**src/rtl/mem_bus_pkg.sv**
```systemverilog
// Shared encodings and lane helpers for the core-to-bus memory adapter.
package mem_bus_pkg;

    localparam logic [1:0] WIDTH_BYTE = 2'b00;
    localparam logic [1:0] WIDTH_HALF = 2'b01;
    localparam logic [1:0] WIDTH_WORD = 2'b10;

    typedef enum logic [1:0] {
        IDLE,
        REQ,
        DONE,
        FAULT
    } state_t;

    function automatic logic is_illegal(input logic [1:0] width, input logic [1:0] addr_lo);
        case (width)
            WIDTH_BYTE: is_illegal = 1'b0;
            WIDTH_HALF: is_illegal = addr_lo[0];
            WIDTH_WORD: is_illegal = (addr_lo != 2'b00);
            default:    is_illegal = 1'b1;
        endcase
    endfunction

    function automatic logic [3:0] gen_byte_enable(input logic [1:0] width, input logic [1:0] addr_lo);
        case (width)
            WIDTH_BYTE: gen_byte_enable = 4'b0001 << addr_lo;
            WIDTH_HALF: gen_byte_enable = addr_lo[1] ? 4'b1100 : 4'b0011;
            WIDTH_WORD: gen_byte_enable = 4'b1111;
            default:    gen_byte_enable = 4'b0000;
        endcase
    endfunction

    // Store data is copied into every lane so the byte enables alone select it.
    function automatic logic [31:0] replicate_store(input logic [1:0] width, input logic [31:0] wdata);
        case (width)
            WIDTH_BYTE: replicate_store = {4{wdata[7:0]}};
            WIDTH_HALF: replicate_store = {2{wdata[15:0]}};
            default:    replicate_store = wdata;
        endcase
    endfunction

endpackage

```
**src/rtl/mem_load_extend.sv**
```systemverilog
// Picks the addressed byte/half out of a bus word and sign- or zero-extends it.
module mem_load_extend (
    input  logic [31:0] bus_rdata,
    input  logic [1:0]  addr_lo,
    input  logic [1:0]  width,
    input  logic        sign_ext,
    output logic [31:0] result
);
    import mem_bus_pkg::*;

    logic [7:0]  byte_lane;
    logic [15:0] half_lane;

    always_comb begin
        byte_lane = 8'd0;
        half_lane = addr_lo[1] ? bus_rdata[31:16] : bus_rdata[15:0];
        case (addr_lo)
            2'd0:    byte_lane = bus_rdata[7:0];
            2'd1:    byte_lane = bus_rdata[15:8];
            2'd2:    byte_lane = bus_rdata[23:16];
            default: byte_lane = bus_rdata[31:24];
        endcase
    end

    always_comb begin
        result = 32'd0;
        case (width)
            WIDTH_BYTE: result = {{24{sign_ext & byte_lane[7]}}, byte_lane};
            WIDTH_HALF: result = {{16{sign_ext & half_lane[15]}}, half_lane};
            WIDTH_WORD: result = bus_rdata;
            default:    result = 32'd0;
        endcase
    end

endmodule

```
**src/rtl/mem_bus_adapter.sv**
```systemverilog
// Converts core byte/half/word load-store requests into a word-addressed
// req/ack bus transaction, with alignment checking and a bus timeout fault.
module mem_bus_adapter #(
    parameter int ADDR_WIDTH     = 32,
    parameter int TIMEOUT_CYCLES = 255
) (
    input  logic                  clk,
    input  logic                  reset,
    input  logic                  en,
    input  logic                  write,
    input  logic                  sign_ext,
    input  logic [1:0]            width,
    input  logic [ADDR_WIDTH-1:0] addr,
    input  logic [31:0]           wdata,
    output logic [31:0]           rdata,
    output logic                  busy,
    output logic                  fault,
    output logic                  bus_req,
    output logic                  bus_we,
    output logic [ADDR_WIDTH-3:0] bus_addr,
    output logic [3:0]            bus_be,
    output logic [31:0]           bus_wdata,
    input  logic [31:0]           bus_rdata,
    input  logic                  bus_ack
);
    import mem_bus_pkg::*;

    localparam int               CNT_W    = $clog2(TIMEOUT_CYCLES + 1);
    localparam logic [CNT_W-1:0] CNT_LAST = CNT_W'(TIMEOUT_CYCLES - 1);

    state_t           state;
    state_t           next_state;
    logic [CNT_W-1:0] count;
    logic [1:0]       lane_q;
    logic [1:0]       width_q;
    logic             sign_q;
    logic             illegal;
    logic             timed_out;
    logic [31:0]      load_value;

    assign illegal   = is_illegal(width, addr[1:0]);
    assign timed_out = (count == CNT_LAST);

    // Combinational so the core can stall in the very cycle en rises.
    assign busy = (en && (state == IDLE) && !illegal) || (state == REQ);

    always_ff @(posedge clk or negedge reset) begin
        if (!reset) begin
            state <= IDLE;
        end else begin
            state <= next_state;
        end
    end

    always_comb begin
        next_state = state;
        case (state)
            IDLE: begin
                if (en) begin
                    next_state = illegal ? FAULT : REQ;
                end
            end
            REQ: begin
                if (bus_ack) begin
                    next_state = DONE;
                end else if (timed_out) begin
                    next_state = FAULT;
                end
            end
            DONE: begin
                if (!en) begin
                    next_state = IDLE;
                end
            end
            default: next_state = FAULT;
        endcase
    end

    // Access attributes are latched at acceptance; the core may drop en mid-REQ.
    always_ff @(posedge clk or negedge reset) begin
        if (!reset) begin
            rdata     <= 32'd0;
            fault     <= 1'b0;
            bus_req   <= 1'b0;
            bus_we    <= 1'b0;
            bus_addr  <= '0;
            bus_be    <= 4'd0;
            bus_wdata <= 32'd0;
            count     <= '0;
            lane_q    <= 2'd0;
            width_q   <= 2'd0;
            sign_q    <= 1'b0;
        end else begin
            if (next_state == FAULT) begin
                fault <= 1'b1;
            end
            case (state)
                IDLE: begin
                    if (en && !illegal) begin
                        bus_req   <= 1'b1;
                        bus_we    <= write;
                        bus_addr  <= addr[ADDR_WIDTH-1:2];
                        bus_be    <= gen_byte_enable(width, addr[1:0]);
                        bus_wdata <= replicate_store(width, wdata);
                        count     <= '0;
                        lane_q    <= addr[1:0];
                        width_q   <= width;
                        sign_q    <= sign_ext;
                    end
                end
                REQ: begin
                    if (bus_ack) begin
                        bus_req <= 1'b0;
                        if (!bus_we) begin
                            rdata <= load_value;
                        end
                    end else if (timed_out) begin
                        bus_req <= 1'b0;
                    end else begin
                        count <= count + 1'b1;
                    end
                end
                default: begin
                end
            endcase
        end
    end

    mem_load_extend u_load_extend (
        .bus_rdata (bus_rdata),
        .addr_lo   (lane_q),
        .width     (width_q),
        .sign_ext  (sign_q),
        .result    (load_value)
    );

endmodule

```
**config.mk**
```make
export PLATFORM = sky130hd
export DESIGN_NAME = mem_bus_adapter
export DESIGN_NICKNAME = d
export VERILOG_FILES = /design/src/rtl/mem_bus_pkg.sv /design/src/rtl/mem_load_extend.sv /design/src/rtl/mem_bus_adapter.sv
export SDC_FILE = /design/constraint.sdc
export NUM_CORES = 1
export LEC_CHECK = 0
export ABC_AREA = 1
export CAP_MARGIN = 5
export CORE_UTILIZATION = 27
export DETAILED_ROUTE_END_ITERATION = 16
export GPL_ROUTABILITY_DRIVEN = 1
export GPL_TIMING_DRIVEN = 0
export SLEW_MARGIN = 5
export SYNTH_ARGS = -nofsm -noshare
export SYNTH_HDL_FRONTEND = slang
export SYNTH_SLANG_ARGS = --single-unit
```
**constraint.sdc**
```tcl
create_clock -name clk -period 1.7 [get_ports clk]
set_input_delay 0.425 -clock clk [delete_from_list [all_inputs] [get_ports clk]]
set_output_delay 0.425 -clock clk [all_outputs]
set_load 0.005 [all_outputs]
```
# After elaboration in Yosys (flattened, before gate mapping)
# Cells that the tools add are included.
dict set report op_classes {
  eq_ne 14
  mux 21
  add_sub_neg 1
  n_reduce_logical 15
  n_shift 1
  bitwise_logic 3
}
# cell n
set ops {}
lappend ops {{$pmux W32 S3} 1}
lappend ops {{$pmux W32 S2} 1}
lappend ops {{$mux W8} 3}
lappend ops {{$pmux W8 S3} 1}
lappend ops {{$mux W16} 1}
lappend ops {{$pmux W8 S2} 1}
lappend ops {{$pmux W4 S3} 1}
lappend ops {{$eq A2 B2 Y1 const B} 5}
lappend ops {{$mux W2} 5}
lappend ops {{$add A8 B1 Y8 const B} 1}
lappend ops {{$eq A2 B1 Y1 const B} 4}
lappend ops {{$eq A8 B8 Y1 const B} 1}
lappend ops {{$logic_not A2 Y1} 4}
lappend ops {{$pmux W2 S3} 1}
lappend ops {{$reduce_and A3 Y1} 2}
lappend ops {{$mux W4} 1}
lappend ops {{$ne A2 B2 Y1 const B} 2}
lappend ops {{$reduce_and A4 Y1} 1}
lappend ops {{$reduce_bool A2 Y1} 2}
lappend ops {{$shl A1 B2 Y4 const A} 1}
lappend ops {{$logic_and A1 B1 Y1} 3}
lappend ops {{$mux W1} 3}
lappend ops {{$ne A3 B3 Y1 const B} 1}
lappend ops {{$pmux W1 S3} 1}
lappend ops {{other kinds (7)} 8}
dict set report word_totals {
  in_bits 104
  reg_bits 116
  out_inout_bits 102
}

# Depth between registers and ports, before layout
# Gate-level depths: netlist of the first run.
dict set report logic_depth {
  ltp_word 6
  depth_mapped 10
  mapped_depth_nobuf 9
}

# Hierarchy
# From an unflattened synthesis of the first run, not the netlist that was laid out.
dict set report hier_totals {
  cells_unflattened 727
  area_unflattened_um2 6018.3
}
# mod area_each_um2 seq_area_each_um2 cells_per_inst n_inst
set modules_own_cells {}
lappend modules_own_cells {mem_bus_adapter 5062.4 2902.8 516 1}
lappend modules_own_cells {mem_load_extend 955.9 0.0 211 1}

# Worst setup path before layout of the first run
# OpenSTA, ideal clock, no wires.
dict set report synth_path {
  path_kind {input to output}
  start {input width[1]}
  end {output busy}
  t_required_ns 1.275
  slack_ns 0.011
  t_arrival_ns 1.264
  cell_stages 8
  cell_sequence {buf_4 inv_2 nand2_2 nand2_2 nand3_4 buf_4 buf_2 nand2_1}
}
dict set report synth_between {
  elab_chain_len 5
  elab_cells_between_ends 7
}
# item line_no
set synth_rtl {}
lappend synth_rtl {{from (decl)} mem_bus_adapter.sv:12} ;# input logic [1:0] width,
lappend synth_rtl {{$eq A2 B2 Y1 (tied with other cells)} mem_bus_pkg.sv:16} ;# case (width)
lappend synth_rtl {{$pmux W1 S3 *} mem_bus_pkg.sv:16}
lappend synth_rtl {{$logic_not A1 Y1 *} mem_bus_adapter.sv:45} ;# assign busy = (en && (state == IDLE) && !illegal) || (state == REQ);
lappend synth_rtl {{$logic_and A1 B1 Y1 *} mem_bus_adapter.sv:45}
lappend synth_rtl {{$logic_or A1 B1 Y1 *} mem_bus_adapter.sv:45}
lappend synth_rtl {{to (decl)} mem_bus_adapter.sv:16} ;# output logic busy,
# Every way passes the cells marked *; elsewhere a longest branch is shown, timed or not.

# Worst setup path after layout of the first run
dict set report layout_path {
  start {register state[1]}
  end {output busy}
}
dict set report layout_between {
  elab_chain_len 4
  elab_cells_between_ends 5
}
# item line_no
set layout_rtl {}
lappend layout_rtl {{from (decl)} mem_bus_adapter.sv:31} ;# state_t state;
lappend layout_rtl {{from (signal assigned)} mem_bus_adapter.sv:51} ;# state <= next_state;
lappend layout_rtl {{$logic_not A2 Y1} mem_bus_adapter.sv:45}
lappend layout_rtl {{$logic_and A1 B1 Y1 (2 in a row)} mem_bus_adapter.sv:45}
lappend layout_rtl {{$logic_or A1 B1 Y1 *} mem_bus_adapter.sv:45}
# Marked as above.

==> flow_summary_export.csv, run 1 <==
group,metric,value,unit
run_status,status,"finished, violations left",
run_status,violations,"setup timing",
layout,nets,1155,
logic_synthesis,ys_top_cells_by_area,"dfrtp_1 50%, nand2_1 27%, nand3_1 3.7%, inv_1 3.0%, o21ai_0 2.7%",
route,vias,6049,
logic_synthesis,syn_nets,909,
layout,area_delta_synth_final,52.7,%
clock_tree,root_buffer,"clkbuf_16",
floorplan,die_w,149,um
floorplan,ios,206,
clock_tree,cts_buffer_depth,2,
worst_setup_path,crit_end,"busy",
pwr,pwr_density_cell,1540,nW/um^2
clock_tree,clk_pin_slew,0.06,ns
layout,fillCellCount,2238,
placement,gp_congestion,0.851,
logic_synthesis,synth_edf_count,0,
worst_setup_path,cp_data_arrival_time,1.40,ns
logic_synthesis,synth_compound_area_share,6.98,%
route,wire_per_inst,14.7,um
logic_synthesis,synth_area,5820,um^2
pwr,power.switching,5.10,mW
worst_setup_path,start_kind,"flop",
layout,layout-drive-gt1-share,10.6,%
logic_synthesis,syn_inst,803,
worst_setup_path,timing_worst_setup_path_type,"reg2out",
grt,track_usage,18.4,%
logic_synthesis,synthAdderAreaFrac,0.430,%
logic_synthesis,yosys.area.top_type,"dfrtp_1",
pwr,pwr-share-comb,42.5,%
layout,antenna_cells,0,
logic_synthesis,synthXorXnorAreaFrac,0.451,%
grt,grt_pass1_wl,31200,um
sta,layout_setup_ws,-0.125,ns
worst_setup_path,rr_startpoint,"lane_q[1]",
logic_synthesis,synth_top_family_by_area,"simple AND/OR/NAND/NOR gates",
grt,antenna_found_initial,1,
sta,fin_crit,1.82,ns
min_path,hp-class,"in2reg",
layout,final_util,42.2,%
pwr,ir_drop,818,uV
pwr,leakagePower,4.91,nW
route,drt_drc_violations_left,0,
worst_setup_path,end_kind,"primary output",
layout,layout_commonest_cell,"nand2_1",
route,via_per_inst,4.53,
sta,hold_slack,0.401,ns
grt,first_global_vias,5998,
floorplan,core,21100,um^2
logic_synthesis,ys_ff_latch,116,
sta,fin_crit_sh,107,%
pwr,clockPowerShare,23.7,%
route,wl,19600,um
logic_synthesis,synth-simple-area-share,35.5,%
sta,relSlewSlack,66.0,%
floorplan,die_h,149,um
sta,setup-violations-final,1,
sta,clock.fmax,548,MHz
pwr,switching_share,37.3,%
route,dr.first_iter.drc_count,253,
grt,overflow,0,
worst_setup_path,crit_required,1.27,ns
sta,rsz0062_at_grt,"yes",
sta,finalHoldViolCount,0,
floorplan,dieArea,22200,um^2
pwr,power_frac_seq,33.8,%
sta,fin_skew,0.0152,ns
logic_synthesis,async_flop_share,100,%
layout,final_cell_mix,"422 x nand2_1, 115 x dfrtp_1, 100 x dlygate4sd2_1",
logic_synthesis,synthDistinctLibCells,28,
placement,portBuffers,204,
worst_setup_path,rrSetupSlack,0.15,ns
clock_tree,clkSinkCount,116,
floorplan,rows,53,
logic_synthesis,ys_warn_count,0,
logic_synthesis,yosys.area.top_type_share,49.8,%
worst_setup_path,timing.rr.end,"rdata[12]",
route,antenna_left,0,
placement,dp.final_hpwl,14200,um
clock_tree,h-tree-depth,4,
worst_setup_path,startpoint,"state[1]",
clock_tree,cts_tree,"done",
floorplan,initial_core_util,27.6,%
pwr,cell_internal_pwr,8.59,mW
clock_tree,insertion_delay,0.43,ns
route,dr.pass1.iters,5,
sta,worstMarginPinSlew,0.510,ns
run,maxCapViolations,0,
logic_synthesis,yosysSeqAreaShare,49.8,%
clock_tree,numCtsBuffers,17,
logic_synthesis,synth_ff_type,"dfrtp_1",
worst_setup_path,r2r_cells,9,
worst_setup_path,worst-path-max-fanout,2,
logic_synthesis,syn_area_per_cell,7.25,um^2
logic_synthesis,muxShareOfSynthArea,0,%
grt,grt_max_degree,84,
sta,drv_slew,0,
flip-flops by register name, indices dropped and copies added, names as in the netlist, 2 cells and up:
| name | count |
|---|---|
| bus_wdata | 32 |
| rdata | 32 |
| bus_addr | 30 |
| count | 8 |
| bus_be | 4 |
| lane_q | 2 |
| state | 2 |
| width_q | 2 |
cell usage after synthesis, types with 2 or more instances:
cell / instances
nand2_1: 424
dfrtp_1: 116
inv_1: 46
nand3_1: 43
o21ai_0: 31
nor2_1: 29
buf_2: 24
a21oi_1: 23
o21ai_1: 18
clkbuf_1: 8
inv_2: 7
buf_4: 6
a22oi_1: 3
nor2_4: 3
nor3_1: 3
xor2_1: 3
ha_1: 2
nand2_2: 2
nand3_4: 2
nor2_2: 2
final cells by class:
type | instances | area (um^2) | share of cell area [%]
Multi-Input combinational cell | 595 | 2540 | 28.6
Buffer | 38 | 230 | 2.59
Tap cell | 275 | 344 | 3.87
Inverter | 53 | 204 | 2.29
Clock inverter | 11 | 83.8 | 0.943
Clock buffer | 19 | 443 | 4.98
Sequential cell | 116 | 2900 | 32.7
Timing Repair Buffer | 228 | 2140 | 24.1
metal layers:
layer	vias to the layer above	routed length (um)	global-route usage, %
met4	2	329	6.22
met3	30	2100	7.19
met2	245	8590	28.5
li1	2982	-	-
met5	-	16	0
met1	2790	8530	23.4
worst min-delay path by stage:
stage,startpoint,to,slack [ns],cells after the start
2_1_floorplan,reset,bus_addr[0],0.13,0
3_3_place_gp,fault,fault,0.45,2
3_5_place_dp,reset,rdata[29],0.34,1
4_1_cts,width[1],bus_wdata[19],0.40,3
5_1_grt,width[1],bus_wdata[16],0.45,3
6_report,width[1],bus_wdata[19],0.40,3
logic make-up after synthesis:
group                      Yosys count
AOI/OAI and AO/OA                   78
adders and majority gates            2
buffers and inverters               92
and+or+nand+nor                    512
DFF                                116
xor gates and xnor gates             3
critical path: stages, from the launching register on:
cell     delay, ns
dfrtp_1       0.38
inv_1         0.07
nand2_2       0.07
nor2_4        0.11
nand3_4       0.08
buf_6         0.13
nand2_4       0.05
buf_6         0.09
through the flow:
stage | instances | cell area (um^2) | power [mW] | setup WS (ns) | setup TNS [ns]
floorplan | 803 | 5820 | 7.46 | 0.0108 | 0
global route | 1335 | 8890 | 14.8 | -0.182 | -0.182
global placement | 1282 | 8210 | 10.8 | -4.60 | -571.58
finish | 1335 | 8890 | 13.7 | -0.125 | -0.125
CTS | 1327 | 8780 | 13.6 | -0.155 | -0.155
detailed placement | 1283 | 8240 | 10.8 | -1.16 | -40.77
power by group through the flow:
stage / Clock (mW) / Combinational (mW) / Sequential, mW
after floorplan: 0 / 2.74 / 4.72
after global placement: 0 / 6.08 / 4.72
after detailed placement: 0 / 6.14 / 4.70
after CTS: 3.32 / 5.68 / 4.64
after global routing: 3.45 / 6.59 / 4.79
final: 3.25 / 5.81 / 4.63
what timing repair did:
item / in CTS / in global routing
hold endpoints to repair: 33 / 0
endpoints found under the setup margin: 119 / 65
resized for setup: 114 / 30
pin swaps: 3 / 5
buffers inserted: 14 / 7
hold buffers: 1 / 0
cloned: 0 / 1
(Power assumes the default switching activity.)
==> inputs of run 2 (changes only) <==
- SKIP_LAST_GASP: default -> 1
- clock period: 1.7 -> 1.5 ns (I/O delays scaled with it)
==> run 2 against run 1 <==
  * The run still ends with setup timing left
  * Sequential share of layout area is 2.3 points lower
  * Clock power increased by 28%
  * Sequential power grew 14%
  * Sequential cell count unchanged
  * Final area grew 7.7%
  * Worst hold slack got worse by 0.073 ns
  * Non-clock buffer count up 27
  * Largest power group unchanged
==> flow_summary_export.csv, run 2 (same netlist as run 1, synthesis figures left out) <==
group,metric,value,unit
clock_tree,clkSinkCount,116,
clock_tree,numCtsBuffers,17,
route,vias,6200,
pwr,power.total,17.1,mW
sta,finalHoldViolCount,0,
sta,fin_crit,1.90,ns
layout,final_util,45.4,%
clock_tree,insertion_delay,0.42,ns
worst_setup_path,start_kind,"flop",
placement,gp_congestion,0.884,
worst_setup_path,path_cells,"inv_2, nand2_4, nor2_4, nand3_4, buf_6, buf_8, nand2_4, buf_6",
worst_setup_path,rrSetupSlack,-0.22,ns
layout,final_cell_mix,"373 x nand2_1, 116 x dfrtp_1, 98 x clkdlybuf4s50_1",
min_path,hold_start,"width[1]",
worst_setup_path,timing_worst_setup_path_type,"reg2out",
worst_setup_path,path_buf_inv,4,
pwr,ir_drop,905,uV
worst_setup_path,timing.rr.end,"rdata[4]",
placement,dp_worst_setup_slack,-1.12,ns
run_status,status,"finished, violations left",
layout,layout_commonest_cell,"nand2_1",
grt,track_usage,19.1,%
layout,final_cells,1364,
worst_setup_path,cp_slowest_cell,"dfrtp_1",
clock_tree,cts_tree,"done",
floorplan,ios,206,
layout,nets,1182,
sta,relSlewSlack,64.5,%
min_path,holdPathEnd,"bus_wdata[18]",
min_path,hold-path-cell-count,3,
route,dr.first_iter.drc_count,283,
run,maxCapViolations,0,
grt,grt_pass1_wl,32700,um
floorplan,core,21100,um^2
sta,fin_crit_sh,127,%
placement,dp.final_hpwl,14300,um
layout,area_delta_synth_final,64.4,%
sta,setup-violations-final,41,
pwr,leakagePower,5.15,nW
route,via_per_inst,4.55,
floorplan,initial_core_util,27.6,%
layout,layout-drive-gt1-share,18.5,%
layout,antenna_cells,0,
worst_setup_path,path_delay_family,"buffers and inverters",
clock_tree,h-tree-depth,4,
route,dr.pass1.iters,7,
placement,portBuffers,204,
worst_setup_path,max_stage_delay,0.40,ns
worst_setup_path,worst-path-max-fanout,2,
sta,layout_setup_ws,-0.400,ns
route,antenna_left,0,
layout,reg_top3,"bus_wdata: 32 flops, rdata: 32 flops, bus_addr: 30 flops",
floorplan,die_h,149,um
sta,fin_skew,0.0118,ns
worst_setup_path,crit_required,1.12,ns
sta,drv_slew,0,
worst_setup_path,startpoint,"state[1]",
grt,antenna_found_initial,1,
floorplan,dieArea,22200,um^2
sta,worstMarginPinSlew,0.533,ns
clock_tree,cts_buffer_depth,2,
clock_tree,root_buffer,"clkbuf_16",
floorplan,rows,53,
pwr,pwr_density_cell,1780,nW/um^2
route,drt_drc_violations_left,0,
min_path,hp-class,"in2reg",
grt,first_global_vias,6141,
sta,tns,-6.89,ns
run_status,violations,"setup timing",
placement,dp.cells,1283,
sta,rsz0062_at_grt,"yes",
floorplan,die_w,149,um
route,wl,20500,um
worst_setup_path,r2r_cells,11,
sta,clock.fmax,526,MHz
route,wire_per_inst,15.0,um
grt,overflow,0,
worst_setup_path,end_kind,"primary output",
worst_setup_path,cp_data_arrival_time,1.52,ns
grt,grt_max_degree,82,
clock_tree,clk_pin_slew,0.06,ns
worst_setup_path,rr_startpoint,"state[1]",
==> run 2: area by class of cell <==
class | count | area [um^2]
plain buffers | 39 | 344
clock buffers | 19 | 453
clock inverters | 13 | 148
fillers | 2191 | 11500
inverters | 53 | 219
multi-input cells | 595 | 2740
flip-flops and latches | 116 | 2900
well taps | 275 | 344
repair buffers | 254 | 2430
==> run 2: power by group <==
part           total, mW  switching [mW]  internal, mW
Clock               4.17            1.61          2.56
Combinational       7.62            3.84          3.77
Sequential          5.29           0.840          4.45
==> run 2: per-stage QoR <==
| stage | cell area (um^2) | hold slack [ns] |
|---|---|---|
| 2_1_floorplan | 5840 | 0.0794 |
| 3_3_place_gp | 8230 | 0.448 |
| 3_5_place_dp | 8260 | 0.295 |
| 4_1_cts | 9310 | 0.304 |
| 5_1_grt | 9580 | 0.338 |
| 6_report | 9580 | 0.328 |
==> run 2: metal layers <==
layer,vias to the layer above,wire length (um),GRT usage (%)
met4,2,298,6.58
met2,243,9230,29.5
met5,-,13,0
li1,3039,-,-
met3,21,2000,6.61
met1,2895,8950,24.9
==> run 2: worst reg2reg max path, delay by kind of cell, from the launching register on <==
family,cells,cell delay [ns]
buffers and inverters,7,0.89
AND/OR/NAND/NOR,4,0.36
flip-flops,1,0.40
==> run 2: worst max path at each step <==
stage	slack, ns	endpoint	cells after the start
final	-0.40	busy	8
after global routing	-0.48	busy	8
after CTS	-0.42	busy	8
after detailed placement	-1.12	busy	9
after global placement	-4.75	bus_addr[17]	1
after floorplan	0.008	busy	8
==> run 2: what timing repair did <==
item	CTS	global route
pin swaps	41	16
endpoints found under the hold margin	35	0
gates resized for setup	207	64
cloned	5	2
endpoints found under the setup margin	206	123
hold buffers	1	0
buffers inserted	31	10
==> inputs of run 3 (changes only) <==
- GPL_ROUTABILITY_DRIVEN: 1 -> 0
==> run 3 against run 2 <==
  * Critical endpoint unchanged
  * Clock power about the same
  * Worst hold slack worse by 0.0091 ns
  * Final area down 0.51%
  * Clock skew down 0.0025 ns
  * The flow still finishes with violations (setup timing)
  * Sequential power about the same
  * Maximum frequency down 0.77%
  * Utilization down 0.23 points
  * Critical path type unchanged
==> flow_summary_export.csv, run 3 (same netlist as run 1, synthesis figures left out) <==
group,metric,value,unit
run_status,status,"finished, violations left",
run_status,violations,"setup timing",
grt,grt_max_degree,82,
route,drt_drc_violations_left,0,
floorplan,core,21100,um^2
grt,grt_use_met1,23.6,%
layout,area_delta_synth_final,63.6,%
pwr,pwr_density_cell,1790,nW/um^2
floorplan,dieArea,22200,um^2
sta,clock.fmax,522,MHz
layout,final_area,9530,um^2
placement,dp.cells,1283,
worst_setup_path,rr_startpoint,"lane_q[1]",
sta,fin_skew,0.00930,ns
sta,hold_slack,0.319,ns
layout,layout-drive-gt1-share,17.0,%
route,via_per_inst,4.51,
sta,fin_crit_sh,128,%
worst_setup_path,timing.rr.end,"rdata[30]",
min_path,hold-path-cell-count,3,
worst_setup_path,crit_required,1.12,ns
grt,overflow,0,
worst_setup_path,r2r_cells,9,
worst_setup_path,start_kind,"flop",
placement,placed_cell_area,8260,um^2
grt,busiest_layer,"met2",
layout,seq_area,2900,um^2
worst_setup_path,timing_worst_setup_path_type,"reg2out",
worst_setup_path,path_buf_inv,4,
pwr,cell_internal_pwr,10.7,mW
sta,fin_crit,1.91,ns
clock_tree,h-tree-depth,4,
layout,final_cells,1363,
worst_setup_path,rrSetupSlack,-0.05,ns
sta,drv_slew,0,
grt,antenna_found_initial,1,
clock_tree,numCtsBuffers,17,
layout,fillCellCount,2130,
floorplan,die_w,149,um
sta,worstMarginPinSlew,0.609,ns
floorplan,die_h,149,um
route,wire_per_inst,14.9,um
worst_setup_path,cp_slowest_cell,"dfrtp_1",
floorplan,initial_core_util,27.6,%
worst_setup_path,max_stage_delay,0.40,ns
clock_tree,cts_tree,"done",
route,vias,6152,
route,antenna_left,0,
floorplan,ios,206,
worst_setup_path,cp_data_arrival_time,1.54,ns
sta,rsz0062_at_grt,"yes",
grt,track_usage,18.4,%
sta,tns,-0.772,ns
worst_setup_path,worst-path-max-fanout,2,
layout,antenna_cells,0,
pwr,pwr-share-comb,44.6,%
grt,grt_pass1_wl,31300,um
min_path,hp-class,"in2reg",
pwr,power.total,17.1,mW
route,dr.first_iter.drc_count,325,
grt,use_met3,6.85,%
sta,setup-violations-final,17,
min_path,hold_start,"width[1]",
clock_tree,cts_buffer_depth,2,
pwr,leakagePower,5.12,nW
sta,finalHoldViolCount,0,
floorplan,rows,53,
placement,portBuffers,204,
pwr,power_frac_seq,31.0,%
clock_tree,clkSinkCount,116,
layout,multi_input_area,2740,um^2
clock_tree,clk_pin_slew,0.06,ns
worst_setup_path,end_kind,"primary output",
sta,relSlewSlack,59.4,%
grt,grtUsageMet2,28.3,%
worst_setup_path,path_delay_family,"buffers and inverters",
clock_tree,root_buffer,"clkbuf_16",
route,dr.pass1.iters,5,
placement,dp_worst_setup_slack,-1.13,ns
layout,nets,1181,
layout,final_util,45.2,%
layout,layout_commonest_cell,"nand2_1",
pwr,clockPowerShare,24.4,%
layout,final_cell_mix,"391 x nand2_1, 115 x dfrtp_1, 98 x clkdlybuf4s50_1",
pwr,switching_share,37.3,%
route,wl,20300,um
pwr,power.switching,6.37,mW
pwr,ir_drop,867,uV
grt,first_global_vias,5952,
clock_tree,insertion_delay,0.42,ns
sta,layout_setup_ws,-0.414,ns
worst_setup_path,path_cells,"inv_2, nand2_4, nor2_4, nand3_4, buf_6, buf_8, nand2_4, buf_6",
placement,dp.final_hpwl,14300,um
run,maxCapViolations,0,
min_path,holdPathEnd,"bus_wdata[17]",
layout,reg_top3,"bus_wdata: 32 flops, rdata: 32 flops, bus_addr: 30 flops",
## run 3: changes by cell type in the layout (fill, tap and decap cells not counted), sizes merged
cell           previous run  this run
clkbuf                   26        30
inv                      57        59
dlygate4sd2              97        94
buf                      83        77
clkdlybuf4s15             7         8
dlymetal6s2s              0         1
## run 3: timing repair
| action | in CTS | in global routing |
|---|---|---|
| pin swaps | 6 | 19 |
| endpoints found under the setup margin | 206 | 120 |
| buffers inserted | 34 | 6 |
| gates resized for setup | 151 | 102 |
| hold buffers | 1 | 0 |
| gates cloned | 3 | 4 |
| endpoints found under the hold margin | 35 | 0 |
## run 3: power groups by stage
stage               clock network [mW]  registers, mW  logic (mW)
floorplan                            0           5.35        3.12
global placement                     0           5.35        6.88
detailed placement                   0           5.35        6.96
CTS                               4.27           5.29        6.90
global route                      4.41           5.49        8.47
finish                            4.17           5.30        7.61
## run 3: area by class of cell
class,count,area share [%]
Timing Repair Buffer,253,25.1
Inverter,53,2.19
Clock buffer,17,4.46
Sequential cell,116,30.5
Clock inverter,15,1.83
Multi-Input combinational cell,595,28.7
Buffer,39,3.61
Tap cell,275,3.61
## run 3: per-layer routing
layer / vias to the layer above / wire, um / part of all wire, %
met2: 253 / 9200 / 45
met5: - / 13 / 0.064
li1: 3036 / - / -
met4: 2 / 284 / 1.4
met1: 2834 / 8520 / 42
met3: 27 / 2280 / 11
## run 3: how the worst max path moves through the flow
stage / slack, ns / end / from / depth (start not counted)
5_1_grt: -0.49 / busy / state[1] / 8
3_3_place_gp: -4.78 / bus_addr[14] / reset / 1
4_1_cts: -0.46 / busy / state[1] / 8
6_report: -0.41 / busy / state[1] / 8
2_1_floorplan: 0.008 / busy / width[1] / 8
3_5_place_dp: -1.13 / busy / width[0] / 9
## run 3: tightest hold or removal path: stages
cell	delay (ns)
buf_6	0.12
o21ai_0	0.09
o21ai_1	0.11
